`src/rtl/debug_port_sched.sv`:
```
// Frame-synchronous scheduler that multiplexes four debug sources onto the uio pins.
// Optional build macro DEBUG_SCHED_TAG_EN: drive a source-identifying tag during the guard blank.
module debug_port_sched #(
    parameter int FRAMES_PER_SLOT  = 60,
    parameter int GUARD_CYCLES     = 8,
    parameter bit VSYNC_ACTIVE_LOW = 1'b1
) (
    input  logic       clk,
    input  logic       rst_n,
    input  logic       vsync,
    input  logic [7:0] src0,
    input  logic [7:0] src1,
    input  logic [7:0] src2,
    input  logic [7:0] src3,
    input  logic [1:0] sel_in,
    input  logic       auto_en,
    output logic [7:0] uio_out,
    output logic [7:0] uio_oe,
    output logic [1:0] cur_sel,
    output logic       switch_pulse
);

    localparam int FCW = $clog2(FRAMES_PER_SLOT + 1);
    localparam int GCW = (GUARD_CYCLES > 1) ? $clog2(GUARD_CYCLES) : 1;
    localparam logic [FCW-1:0] FRAME_LAST = FCW'(FRAMES_PER_SLOT - 1);
    localparam logic [GCW-1:0] GUARD_LOAD = GCW'(GUARD_CYCLES - 1);
    localparam logic           VSYNC_IDLE = VSYNC_ACTIVE_LOW;

    typedef enum logic {RUN, GUARD} state_t;

    state_t         state, state_n;
    logic [GCW-1:0] guard_cnt, guard_n;
    logic [FCW-1:0] frame_cnt, frame_n;
    logic [1:0]     sel_n, next_sel;
    logic           pulse_n;
    logic [7:0]     out_n;
    logic           vsync_q;
    logic           frame_tick;

    function automatic logic [7:0] blank_value(input logic [1:0] sel);
`ifdef DEBUG_SCHED_TAG_EN
        return {4'hA, 2'b00, sel};
`else
        return 8'h00 | {6'b0, sel & 2'b00};
`endif
    endfunction

    function automatic logic [7:0] src_mux(input logic [1:0] sel,
                                           input logic [7:0] s0, input logic [7:0] s1,
                                           input logic [7:0] s2, input logic [7:0] s3);
        case (sel)
            2'd0:    return s0;
            2'd1:    return s1;
            2'd2:    return s2;
            default: return s3;
        endcase
    endfunction

    // Edge detect on the asserted level only; vsync is already in the clk domain.
    assign frame_tick = (vsync != VSYNC_IDLE) && (vsync_q == VSYNC_IDLE);

    always_comb begin
        frame_n = frame_cnt;
        if (!auto_en)
            frame_n = '0;
        else if (frame_tick)
            frame_n = (frame_cnt == FRAME_LAST) ? '0 : frame_cnt + 1'b1;
    end

    always_comb begin
        next_sel = sel_in;
        if (auto_en)
            next_sel = (frame_cnt == FRAME_LAST) ? cur_sel + 2'd1 : cur_sel;
    end

    always_comb begin
        state_n = state;
        guard_n = guard_cnt;
        sel_n   = cur_sel;
        pulse_n = 1'b0;
        case (state)
            RUN: begin
                if (frame_tick && (next_sel != cur_sel)) begin
                    sel_n   = next_sel;
                    pulse_n = 1'b1;
                    guard_n = GUARD_LOAD;
                    state_n = GUARD;
                end
            end
            GUARD: begin
                if (guard_cnt == '0)
                    state_n = RUN;
                else
                    guard_n = guard_cnt - 1'b1;
            end
            default: state_n = RUN;
        endcase
        // Blank from the switching clock itself so no stale sample follows the pulse.
        out_n = (state_n == GUARD) ? blank_value(sel_n)
                                   : src_mux(sel_n, src0, src1, src2, src3);
    end

    always_ff @(posedge clk) begin
        if (!rst_n) begin
            state        <= RUN;
            guard_cnt    <= '0;
            frame_cnt    <= '0;
            cur_sel      <= 2'd0;
            switch_pulse <= 1'b0;
            vsync_q      <= VSYNC_IDLE;
            uio_out      <= 8'h00;
            uio_oe       <= 8'h00;
        end else begin
            state        <= state_n;
            guard_cnt    <= guard_n;
            frame_cnt    <= frame_n;
            cur_sel      <= sel_n;
            switch_pulse <= pulse_n;
            vsync_q      <= vsync;
            uio_out      <= out_n;
            uio_oe       <= 8'hFF;
        end
    end

endmodule

```
`config.mk`:
```
export PLATFORM = sky130hd
export DESIGN_NAME = debug_port_sched
export DESIGN_NICKNAME = d
export VERILOG_FILES = /design/src/rtl/debug_port_sched.sv
export SDC_FILE = /design/constraint.sdc
export NUM_CORES = 1
export LEC_CHECK = 0
export ABC_AREA = 0
export ABC_CLOCK_PERIOD_IN_PS = 3600
export CAP_MARGIN = 10
export CORE_AREA = 4 4 58 60
export CTS_BUF_LIST = sky130_fd_sc_hd__clkbuf_8
export CTS_CLUSTER_DIAMETER = 80
export DETAILED_ROUTE_END_ITERATION = 7
export DIE_AREA = 0 0 62 64
export HOLD_SLACK_MARGIN = 0.15
export PLACE_DENSITY = 0.84
export SYNTH_ARGS = -nofsm -noshare
export SYNTH_HDL_FRONTEND = slang
export SYNTH_SLANG_ARGS = --single-unit
```
`constraint.sdc`:
```
create_clock -name clk -period 3.6 [get_ports clk]
set_input_delay 0.72 -clock clk [delete_from_list [all_inputs] [get_ports clk]]
set_output_delay 0.72 -clock clk [all_outputs]
set_load 0.01 [all_outputs]
```
==> results.json <==
{
  "power.leakage_nw": 0.8111,
  "ys_ff_latch": 23,
  "slew_viol_final": 0,
  "post_cts_buffers": 0,
  "drive_above_1_share_pct": 6.897,
  "ctsHoldBuffers": 0,
  "fin_setup_tns_ns": 0,
  "ios": 57,
  "rrSetupSlack_ns": 1.36,
  "finalPower_mw": 0.6222,
  "cts-buffers-inserted": 3,
  "ys_seq_area_share_pct": 36.73,
  "grt_first_pass_wirelength_mm": 4.988,
  "fin_skew_ns": 0.003729,
  "placed_cells": 203,
  "cts.sinks": 23,
  "pwr-share-comb_pct": 27.8,
  "grt_usage_pct": 16.93,
  "async_reset_ff_share_pct": 0,
  "drtIter0Drc": 43,
  "ant_nets": 0,
  "cp-start-kind": "input pin",
  "setup_viol": 0,
  "grt_max_degree": 18,
  "vias": 1139,
  "fp.dieH_um": 64,
  "outcome": "finished clean",
  "required_ns": 3.79,
  "first_pass_iters": 4,
  "viasPerCell": 5.502,
  "powerDensity_mw_per_mm2": 342.7,
  "clkPwrFrac_pct": 26.3,
  "cts_tree": "done",
  "gp_congestion": 0.7740,
  "fp.coreArea_mm2": 0.002928,
  "timing.hold.ws_ns": 0.5177,
  "syn_inst": 125,
  "crit_path_end_kind": "flip-flop",
  "clock_latency_ns": 0.27,
  "die-area_mm2": 0.003968,
  "grt-ovfl-total": 0,
  "synthTopCellsByArea": "dfxtp_1, mux2i_1, buf_4",
  "synth_nets": 166,
  "yosysWarnings": 0,
  "syn_area_mm2": 0.001254,
  "setup.worst_path.class": "input pin to flip-flop",
  "vdd_drop_max_v": 0.0002728,
  "stdcell_count": 207,
  "path_clk_slew_ns": 0.08,
  "slew_headroom_pct": 58.97,
  "rsz0062_at_grt": "no",
  "finalWirelength_mm": 3.142,
  "period_minus_slack_ns": 2.684,
  "io_buffers": 56,
  "final_nets": 216,
  "tightest_slew_ns": 0.6107,
  "timing.final.hold_violations": 0,
  "intPower_mw": 0.4542,
  "fin_crit_sh_pct": 74.55,
  "final_cell_mix": "clkdlybuf4s50_1, dfxtp_1, mux2i_1",
  "die_x_um": 62,
  "net-switching-power_mw": 0.1680,
  "critical_path.max_fanout": 8,
  "rows": 20,
  "synth_edf_count": 0,
  "avgSynthCellArea_um2": 10.03,
  "cts.htree.levels": 1,
  "cts_buffer_depth": 2,
  "cts_resized": 0,
  "critical_path_arrival_ns": 2.87,
  "seqPwrFrac_pct": 45.9,
  "synth_area_leader_cell": "dfxtp_1",
  "hold_class": "flip-flop to flip-flop",
  "antenna_found_initial": 0,
  "drc": 0,
  "synth_cell_types": 38,
  "fmax_mhz": 372.6,
  "layout_commonest_cell": "clkdlybuf4s50_1",
  "dp_hpwl_mm": 2.515,
  "cts_root_buffer": "clkbuf_8",
  "wl_per_cell_um": 15.18,
  "antennaDiodeCount": 0,
  "ys.flop_type": "dfxtp_1",
  "area_delta_synth_final_pct": 44.81,
  "synth_top_area_share_pct": 36.73,
  "p_sw_share_pct": 27.01,
  "grt_pass1_vias": 1131,
  "maxCapViolations": 0,
  "initial_utilization_pct": 42.82
}
## cell families after synthesis
| kind of cell | Yosys count | share of synthesized area [%] |
|---|---|---|
| muxes | 19 | 15.27 |
| adders and majority gates | 3 | 2.994 |
| xor gates and xnor gates | 6 | 4.192 |
| AOI/OAI and AO/OA | 23 | 12.68 |
| DFF | 23 | 36.73 |
| and+or+nand+nor | 35 | 19.16 |
| buffers and inverters | 16 | 8.981 |
## synthesized netlist by cell type, types with 2 or more instances
cell type	count
a21oi_1	2
a31oi_1	2
and2_1	3
buf_4	8
buf_6	3
dfxtp_1	23
ha_1	3
inv_1	4
mux2i_1	18
nand2_1	5
nand2b_1	2
nand4_1	2
nand4b_4	2
nor2_1	6
nor2b_1	3
nor3_1	3
nor3b_1	2
o21a_1	2
o21ai_0	2
o22ai_1	8
xor2_1	5
## layer usage
metal	GRT usage (%)	vias to the layer above	share of wire [%]
met2	26.04	73	44
li1	-	544	-
met5	0	-	0
met4	9.814	0	2.5
met1	17.91	515	40
met3	8.687	7	14
## power by group through the flow
stage / Combinational (mW) / Sequential (mW) / Clock, mW
finish: 0.173 / 0.286 / 0.163
global placement: 0.167 / 0.290 / 0
CTS: 0.175 / 0.286 / 0.165
global route: 0.186 / 0.289 / 0.176
detailed placement: 0.174 / 0.291 / 0
floorplan: 0.0859 / 0.296 / 0
## critical path, stage by stage
cell	delay, ns
clkdlybuf4s50_1	0.45
nor3b_1	0.35
mux2i_1	0.31
nand3_2	0.13
or4_1	0.69
o22ai_1	0.20
## registers in the layout, summed over array words and instances (netlist names)
name,count
uio_oe,1
vsync_q,1
cur_sel,2
frame_cnt,6
guard_cnt,3
uio_out,8
switch_pulse,1
state,1
## area by class of cell
type	instances	area [um2]
flip-flops and latches	23	460.4
repair buffers	57	568.0
clock buffers	3	41.29
fillers	242	1112
well taps	33	41.29
multi-input cells	86	685.7
clock inverters	1	3.754
inverters	4	15.01
## path summary, 6_finish.rpt
| path | from | end | depth (start not counted) |
|---|---|---|---|
| worst max-delay path | vsync | uio_out[1] | 6 |
| worst max register to register | frame_cnt[0] | uio_out[1] | 6 |
| worst min-delay path | guard_cnt[1] | guard_cnt[1] | 1 |
| worst min register to register | guard_cnt[1] | guard_cnt[1] | 1 |
## through the flow
stage	area [um2]	util [%]	setup slack, ns
final	1815	62.01	0.9163
after CTS	1815	62.01	0.9223
after detailed placement	1770	60.47	0.6393
after global placement	1770	60.47	0.7303
after global routing	1815	62.01	0.7694
after floorplan	1254	-	1.305
Note: power is estimated with default switching activity, not from simulation.
